[src/rtl/aqalu_arbiter.sv]
// aqalu_arbiter: round-robin arbiter sharing one AQALU between two requesters, with optional timed holds.
// Define AQALU_ARB_STATS_EN to add saturating per-requester grant counters.
module aqalu_arbiter #(
  parameter int RESULT_LAT = 2,
  parameter int TICK_DIV   = 1000
) (
  input  logic       clock,
  input  logic       reset,
  input  logic       req0_valid,
  input  logic       req1_valid,
  output logic       req0_ready,
  output logic       req1_ready,
  input  logic [1:0] req0_a,
  input  logic [1:0] req0_b,
  input  logic [1:0] req1_a,
  input  logic [1:0] req1_b,
  input  logic [3:0] req0_op,
  input  logic [3:0] req1_op,
  input  logic [3:0] req0_secs,
  input  logic [3:0] req1_secs,
  output logic       rsp0_valid,
  output logic       rsp1_valid,
  output logic [7:0] rsp0_data,
  output logic [7:0] rsp1_data,
  output logic [1:0] alu_a,
  output logic [1:0] alu_b,
  output logic [3:0] alu_opcode,
  input  logic [7:0] alu_result,
  output logic       busy
`ifdef AQALU_ARB_STATS_EN
  ,
  output logic [15:0] grant_cnt0,
  output logic [15:0] grant_cnt1
`endif
);
  typedef enum logic [1:0] {IDLE, RUN, CAPTURE} state_t;
  state_t r_state, w_next;
  logic r_last;
  logic [19:0] r_cnt, w_wait;
  logic [1:0] r_a, r_b;
  logic [3:0] r_op;
  logic r_rsp0_valid, r_rsp1_valid;
  logic [7:0] r_rsp0_data, r_rsp1_data;
  logic w_gnt, w_hs;
  logic [3:0] w_op, w_secs;
  // r_last holds the most recent grant; resetting it to 1 favours req0 first
  assign w_gnt = (req0_valid && req1_valid) ? !r_last : req1_valid;
  assign req0_ready = reset && r_state == IDLE && req0_valid && !w_gnt;
  assign req1_ready = reset && r_state == IDLE && req1_valid && w_gnt;
  assign w_hs = req0_ready || req1_ready;
  assign w_op = w_gnt ? req1_op : req0_op;
  assign w_secs = w_gnt ? req1_secs : req0_secs;
  // counter counts RUN cycles minus one; RUN exits when it reads zero
  assign w_wait = (w_op == 4'hF && w_secs != 4'd0) ? 20'(w_secs * TICK_DIV - 1) : 20'(RESULT_LAT - 1);
  always_comb begin
    w_next = r_state;
    w_next = r_state == IDLE ? (w_hs ? RUN : IDLE) :
             r_state == RUN  ? (r_cnt == 20'd0 ? CAPTURE : RUN) : IDLE;
  end
  always_ff @(posedge clock or negedge reset) begin
    if (!reset) begin
      r_state      <= IDLE;
      r_last       <= 1'b1;
      r_cnt        <= '0;
      r_a          <= '0;
      r_b          <= '0;
      r_op         <= '0;
      r_rsp0_valid <= 1'b0;
      r_rsp1_valid <= 1'b0;
      r_rsp0_data  <= '0;
      r_rsp1_data  <= '0;
    end else begin
      r_state      <= w_next;
      r_rsp0_valid <= r_state == CAPTURE && !r_last;
      r_rsp1_valid <= r_state == CAPTURE && r_last;
      if (w_hs) begin
        r_last <= w_gnt;
        r_cnt  <= w_wait;
        r_a    <= w_gnt ? req1_a : req0_a;
        r_b    <= w_gnt ? req1_b : req0_b;
        r_op   <= w_op;
      end else if (r_state == RUN && r_cnt != 20'd0) begin
        r_cnt <= r_cnt - 20'd1;
      end
      if (r_state == CAPTURE && !r_last) r_rsp0_data <= alu_result;
      if (r_state == CAPTURE && r_last) r_rsp1_data <= alu_result;
    end
  end
  assign busy       = r_state != IDLE;
  assign rsp0_valid = r_rsp0_valid;
  assign rsp1_valid = r_rsp1_valid;
  assign rsp0_data  = r_rsp0_data;
  assign rsp1_data  = r_rsp1_data;
  assign alu_a      = r_a;
  assign alu_b      = r_b;
  assign alu_opcode = r_op;
`ifdef AQALU_ARB_STATS_EN
  logic [15:0] r_gc0, r_gc1;
  always_ff @(posedge clock or negedge reset) begin
    if (!reset) begin
      r_gc0 <= '0;
      r_gc1 <= '0;
    end else begin
      if (req0_ready && r_gc0 != 16'hFFFF) r_gc0 <= r_gc0 + 16'd1;
      if (req1_ready && r_gc1 != 16'hFFFF) r_gc1 <= r_gc1 + 16'd1;
    end
  end
  assign grant_cnt0 = r_gc0;
  assign grant_cnt1 = r_gc1;
`endif
endmodule
[config.mk]
export PLATFORM = sky130hd
export DESIGN_NAME = aqalu_arbiter
export DESIGN_NICKNAME = d
export VERILOG_FILES = /design/src/rtl/aqalu_arbiter.sv
export SDC_FILE = /design/constraint.sdc
export NUM_CORES = 1
export LEC_CHECK = 0
export ABC_AREA = 1
export CORE_MARGIN = 1.5
export CORE_UTILIZATION = 59
export CTS_BUF_LIST = sky130_fd_sc_hd__clkbuf_8
export DETAILED_ROUTE_END_ITERATION = 12
export GPL_TIMING_DRIVEN = 0
export PLACE_DENSITY = 0.89
export SYNTH_ARGS = -nofsm -noshare
export SYNTH_HDL_FRONTEND = slang
export SYNTH_SLANG_ARGS = --single-unit
export TNS_END_PERCENT = 10
[constraint.sdc]
create_clock -name clock -period 10.3 [get_ports clock]
set_input_delay 2.06 -clock clock [delete_from_list [all_inputs] [get_ports clock]]
set_output_delay 2.06 -clock clock [all_outputs]
set_load 0.01 [all_outputs]
After elaboration in Yosys (flattened, before gate mapping)
Cells that the tools add are included. Widths: inputs -> output; s select.

Add/subtract/negate cells: 2. Multiply operators: 1. Div/mod/pow operators: 0. Magnitude comparators: 0. Equality and inequality tests: 3. Shifts and indexed selects: 0. Mux-type cells: 12. Bitwise logic cells: 0. Reductions and logical operators: 19.

Operators with widths (number): $mux 20 (3); $logic_not 20->1 (1); $reduce_bool 20->1 (1); $sub 20x1->20 const B (1); $sub 14x1->15 const B (1); $mul 4x7->11 const B (1); $logic_and 1x1->1 (10); $mux 2 (5); $mux 4 (2); $eq 4x4->1 const B (1); $reduce_bool 2->1 (2); $reduce_bool 4->1 (1); $eq 2x1->1 const B (1); $eq 2x2->1 const B (1); $logic_not 1->1 (2); $logic_not 2->1 (1); $mux 1 (2); $logic_or 1x1->1 (1).

Register bits: 49. Bits in latches: 0. Memory bits (writable): 0. Bits in read-only memories: 0. Input port bits: 36. Logic and storage cells: 47. Memories: 0.

Depth between registers and ports, before layout
Gate-level depths: netlist (run 1).

Depth in word-level cells: 7. Depth in mapped cells: 23.

Worst setup path before layout (run 1)
No wires, ideal clock.

Path type: in2reg. Start: input port req0_valid. End: register r_cnt[14]. Library setup time: 73 ps. Arrival: 5094 ps. Required time: 10227 ps. Slack: 5133 ps. Stages on the path: 21. Path buffers: 0. Cell sequence: nand2_2 nand2_4 nand2_1 o21ai_2 inv_1 fa_1 inv_1 fa_1 inv_1 ha_1 nand2_1 nand2_1 nand2_1 nand3_1 inv_1 nand2_1 nand2_1 nand2_1 nor2_4 nand4_4 a21oi_2.

Cells in the longest elaborated chain, start to end: 7. Elaborated cells between the ends (all ways): 17. Those cells by class: 1 x add/sub; 1 x mul; 1 x eq/ne; 5 x mux; 9 x reduce/logical.

Ends and longest elaborated chain: from (decl) (line 9) `input logic req0_valid,`; $logic_and 1x1->1 (line 47) `assign w_gnt = (req0_valid && req1_valid) ? !r_last : req1_valid;`; $mux 1 (line 47); $mux 4, on equally long branches (line 52, 51); $mul 4x7->11, or another cell as far along (line 54) `assign w_wait = (w_op == 4'hF && w_secs != 4'd0) ? 20'(w_secs * TICK_DIV - 1) : 20'(RESULT_LAT - 1);`; $sub 14x1->15 / $logic_and 1x1->1 (equally long branches) (line 54); $mux 20 (line 54); $mux 20 (line 76) `if (w_hs) begin`; to (signal assigned) (line 78) `r_cnt <= w_wait;`; to (signal assigned) (line 83) `r_cnt <= r_cnt - 20'd1;`; to (decl) (line 39) `logic [19:0] r_cnt, w_wait;`.

Parallel ways exist; a longest one is shown, timed or not. A chain may end at the register's enable or synchronous reset.

Final worst setup path (run 1)
Start: input port req0_valid. End: register r_cnt[13].

The elaborated chain is that of the path after synthesis.

==> out/qor.txt, run 1 <==
Status - finished, final reports clean
Main synth FF type - dfrtp_1
Final nets - 613
Sw frac - 0.4670
Layout area overhead - 24.06%
Vias - 3,405
DP HPWL - 6910 µm
FILL cells - 417
Critical Path Source - req0_valid
Root cell of the clock tree - clkbuf_8
Initial antenna violation count - 0
Layout Cells excl Fill - 628
Die height - 80.07 µm
Skew-Pair Late Insertion Delay - 310 ps
TNS Setup - 0 ps
DR iter-0 viols - 228
Register Area - 1227 µm²
Die ar. - 6411 µm²
Hold EP - r_state[1]
Grt ovf - 0
Sw power - 0.0004623 W
Fin. max-slew vios - 0
Clk pin slew, worst setup/hold paths - 100 ps
Vias in the first global route - 3,434
Reg2Reg Depth - 18
Starting Density - 0.6249
Clock tree buffer depth - 2
Worst-Margin Slew - 624.7 ps
Mapped Cells - 483
Total CTS buffers - 5
Post-CTS Hold Fix Bufs - 0
TritonCTS clock tree - yes
Pre-Repair DR Iteration Count - 5
Die Width - 80.07 µm
Mapped Area - 3505 µm²
Synth warn - 0
# Max-Cap Violations - 0
Part of the power in combinational logic - 0.564
Ant. Diodes - 0
Net count after synthesis - 541
Area of the multi-input gates - 1964 µm²
Synthesized flop and latch total - 49
Final-report hold violation count - 0
Internal Power - 0.0005276 W
# resized after CTS - 0
Routed len/inst - 13.89 µm
ANT nets after route - 0
Critical path endpoint category - flip-flop
Commonest non-fill, non-tap cell in the layout - nand2_1
Placed cell area - 4250 µm²
# H-tree levels - 2
Count of cell types in the netlist - 37
Setup-failing EPs final - 0
Maximum vdd ir drop - 0.0001813 V
Drc violations - 0
Core ar. - 5608 µm²
Critical Path RT - 10,540 ps
Fin crit share - 0.5626
Final WL - 8724 µm
Crit Reg-Reg Endpoint - r_cnt[13]
Sequential area share after synthesis - 0.3502
I/O pins - 65
RSZ-0062 raised after global routing - no
WS Path Type - primary input to flip-flop
Std-Cell Rows - 27
Share of cells above drive strength 1 - 0.07734
Crit path time final - 5795 ps
EDFF count, synth - 0
GPL Wtd Cong - 0.9137
Final instance area - 4348 µm²
Crit-path max FO - 7
First-pass GRT wire length - 15,160 µm
Reg-to-reg slack, setup - 6220 ps
Slew headroom - 0.5807
Fmax - 172.6 MHz
Final core utilization - 0.7753
Leak - 2.129 nW
Fraction of registers with async set/reset - 1.000
Total track usage - 0.2989
WHS Path Cells - 1
Vias per inst - 5.422
Placed insts - 620
Reg power frac - 0.311
Mapped Avg Cell Area - 7.256 µm²
Most frequent cells in the layout - 126 x nand2_1, 64 x inv_1, 63 x clkdlybuf4s50_1, 60 x nor2_1, 48 x dfrtp_1
Clock power share - 0.124
Power Density - 227.7 nW/µm²
Clock Skew - 6.533 ps
Crit path launch type - primary input
Critical R2R Launch - r_last
Critical path arrival - 6030 ps
Port Buf Inserts - 64
Clock Sinks - 49
Hold Crit Class - flip-flop to flip-flop
Largest net degree at the start of global routing - 30
Hold path start - r_state[1]
Total setup buffers inserted after CTS - 0
[sequential cells by signal, summed over array words and instances (netlist names)]
signal      cells
rsp1_valid      1
r_last          1
r_cnt          20
rsp1_data       8
rsp0_data       8
alu_opcode      4
rsp0_valid      1
alu_a           2
alu_b           2
r_state         2
[cells in the mapped netlist (2+ instances only)]
cell      number  area (µm²)
nand2_2        4       25.02
nor2_1        60       225.2
a31oi_1       12       75.07
inv_1         64       240.2
nand4_1        2       12.51
a21oi_2        6       52.55
nand3_1       27       135.1
nor2_4         3       33.78
xnor2_1        6       52.55
ha_1          15       187.7
a21oi_1       10       50.05
nand2_1      126       473.0
o22ai_1        2       12.51
o21ai_2        2       17.52
buf_6          2       22.52
xor2_1         8       70.07
inv_4          2       12.51
nand2_4        3       33.78
nor3_1        11       55.05
or2_2          2       12.51
clkbuf_1       6       22.52
fa_1           7       140.1
o21ai_0       39       195.2
dfrtp_1       48        1201
nor2_2         4       25.02
[worst max-delay path by stage]
stage | end | cells after the start
after floorplan | r_cnt[14] | 21
after global placement | req0_ready | 6
after detailed placement | r_cnt[13] | 19
after CTS | req0_ready | 7
after global routing | r_cnt[16] | 22
final | r_cnt[13] | 19
[worst max-delay path, stage by stage]
cell and delay [ps]:
clkdlybuf4s50_1 510, nand2_2 110, nand2_4 130, nand2_1 90
o21ai_2 110, inv_1 160, fa_1 600, inv_1 110
fa_1 550, inv_1 40, ha_1 340, xnor2_1 220
nor3_1 310, nand3_1 160, nor2_1 170, nand2_1 70
nand2_1 60, nand3_1 80, a21oi_1 130
[power by group through the flow]
stage / Combinational [W] / Clock, W / Sequential, W
finish: 0.000559 / 0.000123 / 0.000308
global route: 0.000638 / 0.000133 / 0.000318
CTS: 0.000556 / 0.000123 / 0.000306
detailed placement: 0.000550 / 0 / 0.000310
global placement: 0.000526 / 0 / 0.000307
floorplan: 0.000406 / 0 / 0.000306
[cell type report]
class                   instances  area share
clock inverters                 3    0.006619
flip-flops and latches         49      0.2823
well taps                      72     0.02072
plain buffers                  10     0.01295
multi-input cells             357      0.4518
inverters                      67     0.05899
repair buffers                 65      0.1508
clock buffers                   5     0.01583
[cell families (layout without fill, tap and decap cells)]
kind of cell | Yosys count | after routing | synth area share
simple gates | 247 | 247 | 0.3113
buf+inv | 77 | 150 | 0.08925
compound gates | 74 | 74 | 0.1207
flops | 49 | 49 | 0.3502
fa+ha+maj | 22 | 22 | 0.09354
xor+xnor | 14 | 14 | 0.03499
[per-layer routing]
| metal | global-route usage | share of wire | up-vias |
|---|---|---|---|
| met5 | 0 | 0 | - |
| met4 | 0.1190 | 0.033 | 0 |
| met3 | 0.03409 | 0.046 | 33 |
| met2 | 0.5487 | 0.50 | 133 |
| met1 | 0.3523 | 0.42 | 1566 |
| li1 | - | - | 1673 |
[per-stage QoR]
stage | hold WS [ps] | setup slack, ps | power (W)
after detailed placement | 468.2 | 4209 | 0.0008596
final | 474.0 | 4505 | 0.0009899
after floorplan | 431.3 | 5133 | 0.0007126
after global routing | 499.1 | 4165 | 0.001088
after global placement | 449.3 | 3089 | 0.0008326
after CTS | 483.5 | 4499 | 0.0009847
Power figures use the tool's default switching activity.
==> inputs of run 2 (changes only) <==
--- a/config.mk
+++ b/config.mk
@@ -7,11 +7,11 @@
 export LEC_CHECK = 0
 export ABC_AREA = 1
 export CORE_MARGIN = 1.5
-export CORE_UTILIZATION = 59
+export CORE_UTILIZATION = 49
 export CTS_BUF_LIST = sky130_fd_sc_hd__clkbuf_8
 export DETAILED_ROUTE_END_ITERATION = 12
 export GPL_TIMING_DRIVEN = 0
-export PLACE_DENSITY = 0.89
+export PLACE_DENSITY = 0.79
 export SYNTH_ARGS = -nofsm -noshare
 export SYNTH_HDL_FRONTEND = slang
 export SYNTH_SLANG_ARGS = --single-unit
==> constraint.sdc (replaced) <==
create_clock -name clock -period 5 [get_ports clock]
set_input_delay 1 -clock clock [delete_from_list [all_inputs] [get_ports clock]]
set_output_delay 1 -clock clock [all_outputs]
set_load 0.01 [all_outputs]
==> run 2 against run 1 <==
Against the previous run: via count decreased by 1.2%; combinational power increased by 100%; sequential power increased by 110%; cell count is 3.8% higher; largest cell class unchanged; worst hold slack better by 0.70 ps; register-to-register slack got worse by 5300 ps; clock skew rose by 5.6 ps; die area grew 20%; clock power increased by 110%; cell area rose by 0.78%; clock-buffer cell count is the same; non-clock buffer count stayed put.
==> out/qor.txt, run 2 (synthesis gave the netlist of run 1 again) <==
Status - finished, final reports clean
Most frequent cells in the layout - 126 x nand2_1, 64 x inv_1, 63 x clkdlybuf4s50_1, 60 x nor2_1, 48 x dfrtp_1
Die height - 87.57 µm
Critical Path RT - 5250 ps
Final WL - 8432 µm
Leak - 2.131 nW
Fin. max-slew vios - 0
Crit path time final - 4665 ps
Register Area - 1227 µm²
FILL cells - 622
Number of flip-flops in the largest register - 20
Std-Cell Rows - 30
DR iter-0 viols - 235
WS Path Type - primary input to flip-flop
Final instance area - 4382 µm²
Port Buf Inserts - 64
Setup-failing EPs final - 0
Drc violations - 0
Placed cell area - 4280 µm²
Total CTS buffers - 5
Critical path endpoint category - flip-flop
Share of cells above drive strength 1 - 0.07914
Hold path start - r_state[0]
Routed wl met3 - 282 µm
Fmax - 214.3 MHz
First-pass GRT wire length - 14,700 µm
DP HPWL - 6638 µm
Starting Density - 0.5102
Routed length on met1 - 3762 µm
Crit-path max FO - 7
Clock tree buffer depth - 2
RSZ-0062 raised after global routing - no
# H-tree levels - 2
# Max-Cap Violations - 0
Critical R2R Launch - r_last
Power Density - 462.3 nW/µm²
Reg2Reg Depth - 21
Layout area overhead - 25.03%
Critical path arrival - 4910 ps
TritonCTS clock tree - yes
Reg-to-reg slack, setup - 970 ps
Die Width - 87.57 µm
Routed length on met2 - 4251 µm
GPL Wtd Cong - 0.8990
Fin crit share - 0.9331
Largest net degree at the start of global routing - 29
Clk pin slew, worst setup/hold paths - 100 ps
Skew-Pair Late Insertion Delay - 310 ps
Root cell of the clock tree - clkbuf_8
Ant. Diodes - 0
TNS Setup - 0 ps
Top routing layer in use - met4
Clock Skew - 12.16 ps
Clock Sinks - 49
Final nets - 613
Vias in the first global route - 3,317
Total track usage - 0.2415
Slew headroom - 0.6457
Routed len/inst - 12.93 µm
Pre-Repair DR Iteration Count - 5
Core ar. - 6869 µm²
Final-report hold violation count - 0
Crit Reg-Reg Endpoint - r_cnt[16]
Grt ovf - 0
Crit path launch type - primary input
Vias per inst - 5.161
Vias - 3,365
Worst-Margin Slew - 531.5 ps
Area of the multi-input gates - 1968 µm²
WHS Path Cells - 1
Die ar. - 7669 µm²
Top reg by flops - r_cnt
Hold Crit Class - flip-flop to flip-flop
Commonest non-fill, non-tap cell in the layout - nand2_1
Initial antenna violation count - 0
ANT nets after route - 0
I/O pins - 65
Maximum vdd ir drop - 0.0002938 V
Hold EP - rsp0_valid
-- run 2: cell counts in the layout (fill, tap and decap cells not counted) --
No cell type changed its count.
-- run 2: worst max path at each step --
| stage | slack [ps] | endpoint | depth (start not counted) | start |
|---|---|---|---|---|
| global placement | -120 | req0_ready | 6 | reset |
| CTS | 310 | r_cnt[13] | 17 | req0_valid |
| global route | 20 | r_cnt[14] | 22 | req0_valid |
| floorplan | 890 | r_cnt[14] | 21 | req0_valid |
| finish | 330 | r_cnt[16] | 22 | req0_valid |
| detailed placement | 10 | r_cnt[18] | 22 | req0_valid |
-- run 2: cell type report --
cell class                      instances  share of cell area
Tap cell                               96             0.02741
Multi-Input combinational cell        357              0.4492
Timing Repair Buffer                   65              0.1496
Buffer                                 10             0.01285
Clock inverter                          3            0.006568
Inverter                               67             0.05854
Sequential cell                        49              0.2801
Clock buffer                            5             0.01571
-- run 2: power breakdown --
part / internal, W / switching (W)
Combinational: 0.000463 / 0.000671
Sequential: 0.000518 / 0.000118
Clock: 0.000105 / 0.000152
Total: 0.00109 / 0.000940
-- run 2: through the flow --
stage	instances	util	total power (W)	hold slack [ps]	worst slack, ps
floorplan	483	-	0.001468	431.3	892.9
global placement	643	0.6209	0.001719	450.9	-120.4
detailed placement	644	0.6231	0.001763	459.1	9.648
CTS	652	0.6373	0.002024	476.9	311.4
global route	652	0.6379	0.002226	510.1	19.03
finish	652	0.6379	0.002026	474.7	334.6
-- run 2: critical path, cell delays in order --
cell and delay [ps]:
clkdlybuf4s50_1 500, nand2_2 100, nand2_4 130, nand2_1 90, o21ai_2 100, inv_1 160, fa_1 610, inv_1 110
fa_1 540, inv_1 40, ha_1 340, nand2_1 90, inv_1 50, nand3_1 80, nand3_1 130, inv_1 100
nand2_1 60, nand2_1 90, nand2_1 100, nor2_4 140, nand4_4 170, a21oi_2 170
-- run 2: what timing repair did --
action,4_1_cts,5_1_grt
gates resized for setup,0,1
endpoints found under the hold margin,0,0
endpoints found under the setup margin,0,3
hold buffers,0,0
setup buffers,0,0
-- run 2: layer usage --
metal	GRT usage	vias to the layer above
li1	-	1683
met4	0.06782	0
met1	0.3010	1578
met5	0	-
met3	0.03016	13
met2	0.4392	91
==> inputs of run 3 (changes only) <==
--- a/config.mk
+++ b/config.mk
@@ -10,7 +10,6 @@
 export CORE_UTILIZATION = 49
 export CTS_BUF_LIST = sky130_fd_sc_hd__clkbuf_8
 export DETAILED_ROUTE_END_ITERATION = 12
-export GPL_TIMING_DRIVEN = 0
 export PLACE_DENSITY = 0.79
 export SYNTH_ARGS = -nofsm -noshare
 export SYNTH_HDL_FRONTEND = slang
==> constraint.sdc (replaced) <==
create_clock -name clock -period 5 [get_ports clock]
set_input_delay 0.5 -clock clock [delete_from_list [all_inputs] [get_ports clock]]
set_output_delay 0.5 -clock clock [all_outputs]
set_load 0.01 [all_outputs]
==> run 3 against run 2 <==
Against the previous run: combinational power is essentially flat; sequential share of layout area rose by 0.37 points; largest cell class unchanged; cell count fell by 1.2%; critical path type unchanged; utilization fell by 0.84 points; worst hold slack worse by 150 ps; fmax up 11%; die area is the same.
==> out/qor.txt, run 3 (synthesis gave the netlist of run 1 again) <==
Commonest non-fill, non-tap cell in the layout - nand2_1
Critical path arrival - 4440 ps
Grt ovf - 0
Setup-failing EPs final - 0
Vias - 3,263
Die ar. - 7669 µm²
TritonCTS clock tree - yes
Vias per inst - 5.067
Fin. max-slew vios - 0
TNS Setup - 0 ps
Pre-Repair DR Iteration Count - 5
Final-report hold violation count - 0
WS Path Type - primary input to flip-flop
Slew headroom - 0.5987
First-pass GRT wire length - 13,960 µm
Reg-to-reg slack, setup - 920 ps
Crit-path max FO - 16
Leak - 2.110 nW
Std-Cell Rows - 30
Share of cells above drive strength 1 - 0.07664
Most frequent cells in the layout - 126 x nand2_1, 64 x inv_1, 63 x clkdlybuf4s50_1, 60 x nor2_1, 48 x dfrtp_1
Largest net degree at the start of global routing - 50
Crit Reg-Reg Endpoint - r_cnt[14]
Root cell of the clock tree - clkbuf_8
Skew-Pair Late Insertion Delay - 320 ps
Crit path launch type - primary input
Critical R2R Launch - r_last
Clock Sinks - 49
Drc violations - 0
Worst-Margin Slew - 601.9 ps
I/O pins - 65
Routed len/inst - 12.23 µm
Critical Path RT - 5240 ps
Final WL - 7874 µm
Total setup buffers inserted after CTS - 0
Core ar. - 6869 µm²
GPL Wtd Cong - 0.9364
Number of flip-flops in the largest register - 20
Initial antenna violation count - 0
Clock tree buffer depth - 2
# H-tree levels - 2
Vias in the first global route - 3,279
ANT nets after route - 0
Total power - 0.002004 W
DR iter-0 viols - 176
Top reg by flops - r_cnt
RSZ-0062 raised after global routing - no
Final nets - 605
Die height - 87.57 µm
# Max-Cap Violations - 0
DP HPWL - 6195 µm
Ant. Diodes - 0
Clock Skew - 12.82 ps
Total track usage - 0.2293
Post-CTS Hold Fix Bufs - 0
Layout area overhead - 23.38%
Starting Density - 0.5102
Critical path endpoint category - flip-flop
Total CTS buffers - 5
Reg2Reg Depth - 21
Fmax - 238.0 MHz
Crit path time final - 4201 ps
Maximum vdd ir drop - 0.0002510 V
Fin crit share - 0.8402
Hold Crit Class - primary input to async pin
Die Width - 87.57 µm
Status - finished, final reports clean
Power Density - 463.4 nW/µm²
# resized after CTS - 0
Clk pin slew, worst setup/hold paths - 100 ps
Port Buf Inserts - 64
[run 3: how the worst max path moves through the flow]
| stage | slack (ps) | endpoint | start |
|---|---|---|---|
| final | 800 | r_cnt[14] | req0_valid |
| after floorplan | 1360 | r_cnt[14] | r_last |
| after detailed placement | 460 | r_cnt[19] | req0_valid |
| after global placement | 580 | r_cnt[13] | req0_valid |
| after CTS | 780 | r_cnt[14] | req0_valid |
| after global routing | 430 | r_cnt[15] | req0_valid |
[run 3: cell type report]
| cell class | instances | area, µm² |
|---|---|---|
| timing repair buffer | 67 | 658.1 |
| clock buffer | 5 | 68.82 |
| fill | 595 | 2545 |
| sequential | 49 | 1227 |
| inverter | 67 | 256.5 |
| clock inverter | 3 | 28.78 |
| multi-input combinational | 357 | 1964 |
| tap | 96 | 120.1 |
[run 3: where the power goes]
part	internal [W]	total, W	switching, W
logic	0.000455	0.00112	0.000662
clock network	0.000105	0.000256	0.000151
registers	0.000518	0.000631	0.000113
[run 3: through the flow]
step	hold WS, ps	cell area, µm²	setup slack, ps	std cells	utilization
after floorplan	204.4	3505	1361	483	-
after global routing	383.2	4324	431.5	644	0.6295
final	322.8	4324	799.1	644	0.6295
after global placement	450.0	4227	583.8	636	0.6153
after CTS	341.6	4324	781.1	644	0.6295
after detailed placement	462.8	4227	463.1	636	0.6153
[run 3: layer usage]
layer  vias up  global-route usage  wire length, µm
met4         0             0.08802              165
li1       1667                   -                -
met2        60              0.4154             3936
met1      1521              0.2720             3540
met5         -                   0                0
met3        15             0.03676              232
[run 3: critical path, stage by stage]
cell and delay [ps]:
clkdlybuf4s50_1 500, nand2_2 100, nand2_4 180, nand2_1 110, o21ai_2 100, inv_1 140
fa_1 600, inv_1 110, fa_1 540, inv_1 40, ha_1 340, nand2_1 80
inv_1 50, nand3_1 80, nand3_1 130, inv_1 100, nand2_1 50, nand2_1 90
nand2_1 100, nor2_4 150, nand4_4 170, a21oi_2 160
==> patch (config.mk and constraints of run 3) <==
Encoding of `state_t`: now one-hot (3 bits for 3 states).
--- a/src/rtl/aqalu_arbiter.sv
+++ b/src/rtl/aqalu_arbiter.sv
@@ -34,5 +34,5 @@
 `endif
 );
-  typedef enum logic [1:0] {IDLE, RUN, CAPTURE} state_t;
+  typedef enum logic [2:0] {IDLE = 3'b001, RUN = 3'b010, CAPTURE = 3'b100} state_t;
   state_t r_state, w_next;
   logic r_last;
Formal check against the unedited RTL: no difference found for any inputs over 10 cycles, from zero or initial values and one cycle with reset low; not proved beyond that.
==> patch against run 3 <==
Worst hold slack improved by 0.011 ns. Sequential cell count rose by 1. Routed wire length rose by 1.1%. Utilization fell by 0.11 points. Synthesized area rose by 0.11%. Register-to-register slack got worse by 0.09 ns. Sequential share of layout area rose by 0.66 points. Worst setup slack got worse by 0.24 ns. Power rose by 4.0%. Sequential power fell by 2%. Cell area fell by 0.17%. Largest cell class unchanged.
==> patch: results (changes against run 3) <==
| Metric | Value |
|---|---|
| Synth Area in XOR/XNOR | 0.0271 (-0.00788) |
| Met1 wire length | 3630 um (+2.6%) |
| Final WL | 7960 um (+1.1%) |
| Post-synthesis adder-cell area fraction | 0.0934 (-0.000100) |
| Met2 GRT Util | 0.362 (-0.0531) |
| Dpl hpwl | 6260 um (+1.0%) |
| Routability cong. | 0.868 (-7.3%) |
| Outcome | finished, final reports clean |
| Reg2reg setup slack | 0.83 ns (-0.09 ns) |
| Pre-antenna DRT Iters | 4 (-1) |
| Largest net degree at the start of global routing | 51 (+2.0%) |
| Metal2 WL | 3980 um (+1.1%) |
| Compound-Gate Fraction of Synth Area | 0.130 (+0.00950) |
| Switching part of the total | 0.455 (-0.00739) |
| Clock buffer depth | 2 (unchanged) |
| Met3 wire length | 251 um (+8.2%) |
| Length in cells of the worst reg-to-reg path | 22 (+4.8%) |
| GRT met3 Usage | 0.0189 (-0.0179) |
| Worst skew pair latency | 0.30 ns (-0.02 ns) |
| Syn Inst Count | 457 (-5.4%) |
| Overall Global Routing Usage | 0.215 (-0.0145) |
| M1 GR Usage | 0.300 (+0.0279) |
| Number of library cell types mapped by synthesis | 41 (+11%) |
| Global-route wire length before repair | 13200 um (-5.4%) |
| Top-area cell type share of the netlist area | 0.342 (-0.000367) |
| Pleak | 2.13 nW (+1.0%) |
| Final Skew | 0.0111 ns (-0.00174 ns) |
| Placed Cells | 607 (-4.6%) |
| Reg-to-Reg End | r_cnt[19] |
| Top area cells in the synthesized netlist | dfrtp_1 (34%), nand2_1 (11%), inv_1 (6.7%) |
| Post-synthesis sequential area ratio | 0.357 (+0.00711) |
| Final net count | 576 (-4.8%) |
| Vias in the first global route | 2867 (-13%) |
| Slew @ Worst Pin | 0.623 ns (+0.0214 ns) |
| WP data arrival | 4.67 ns (+0.23 ns) |
## patch: cell types whose count changed after synthesis, sizes merged, moves of 3 or more
cell | run 3 | this run
nand2 | 133 | 119
clkbuf | 6 | 3
nand3 | 28 | 20
nor3 | 11 | 3
a21oi | 16 | 24
inv | 67 | 70
xnor2 | 6 | 2
nor2 | 67 | 55
a31oi | 12 | 8
o21ai | 42 | 51
buf | 4 | 8
## patch: power groups by stage
stage          sequential [W]  combinational [W]  clock (W)
4_1_cts              0.000617            0.00115   0.000307
3_5_place_dp         0.000624            0.00115          0
5_1_grt              0.000634            0.00131   0.000325
2_1_floorplan        0.000618           0.000869          0
3_3_place_gp         0.000622            0.00111          0
6_report             0.000619            0.00116   0.000306
## patch: cell type report
| type | instances | area share |
|---|---|---|
| sequential | 50 | 0.290 |
| timing repair buffer | 65 | 0.149 |
| inverter | 71 | 0.0620 |
| clock buffer | 6 | 0.0191 |
| multi-input combinational | 325 | 0.443 |
| tap | 96 | 0.0278 |
| clock inverter | 2 | 0.00899 |
## patch: kinds of logic after synthesis
kind of cell / after synthesis
xor gates and xnor gates: 10
adders and majority gates: 22
buffers and inverters: 82
AOI/OAI and AO/OA: 86
muxes: 1
and+or+nand+nor: 206
DFF: 50
## patch: worst max-delay path by stage
| stage | startpoint | end | slack [ns] | depth (start not counted) |
|---|---|---|---|---|
| 2_1_floorplan | req0_valid | r_cnt[12] | 1.28 | 23 |
| 3_3_place_gp | req0_valid | r_cnt[17] | 0.46 | 23 |
| 3_5_place_dp | req0_valid | r_cnt[19] | 0.26 | 24 |
| 4_1_cts | req0_valid | r_cnt[19] | 0.54 | 24 |
| 5_1_grt | req0_valid | r_cnt[14] | 0.20 | 24 |
| 6_report | req0_valid | r_cnt[19] | 0.56 | 24 |
## patch: worst max-delay path, stage by stage
cell and delay (ns):
clkdlybuf4s50_1 0.45, nand2_2 0.14, nand2_4 0.14, inv_2 0.21, nand2_2 0.11, nand2_4 0.09
inv_1 0.09, fa_1 0.62, inv_1 0.11, fa_1 0.54, inv_1 0.04, ha_1 0.37
nand2_1 0.07, inv_1 0.08, nand2_1 0.07, nand2_1 0.06, nand2_1 0.05, nand2_2 0.08
nand3_2 0.09, nor2_4 0.12, nand3_2 0.10, nor2_2 0.12, nand4_2 0.20, a21oi_1 0.20
## patch: metrics by stage
step	setup WS [ns]	hold WS, ns	utilization	area (um2)
6_report	0.556	0.334	0.628	4320
5_1_grt	0.202	0.394	0.628	4320
3_3_place_gp	0.464	0.466	0.611	4200
2_1_floorplan	1.28	0.204	-	3510
3_5_place_dp	0.258	0.481	0.611	4200
4_1_cts	0.539	0.358	0.628	4320
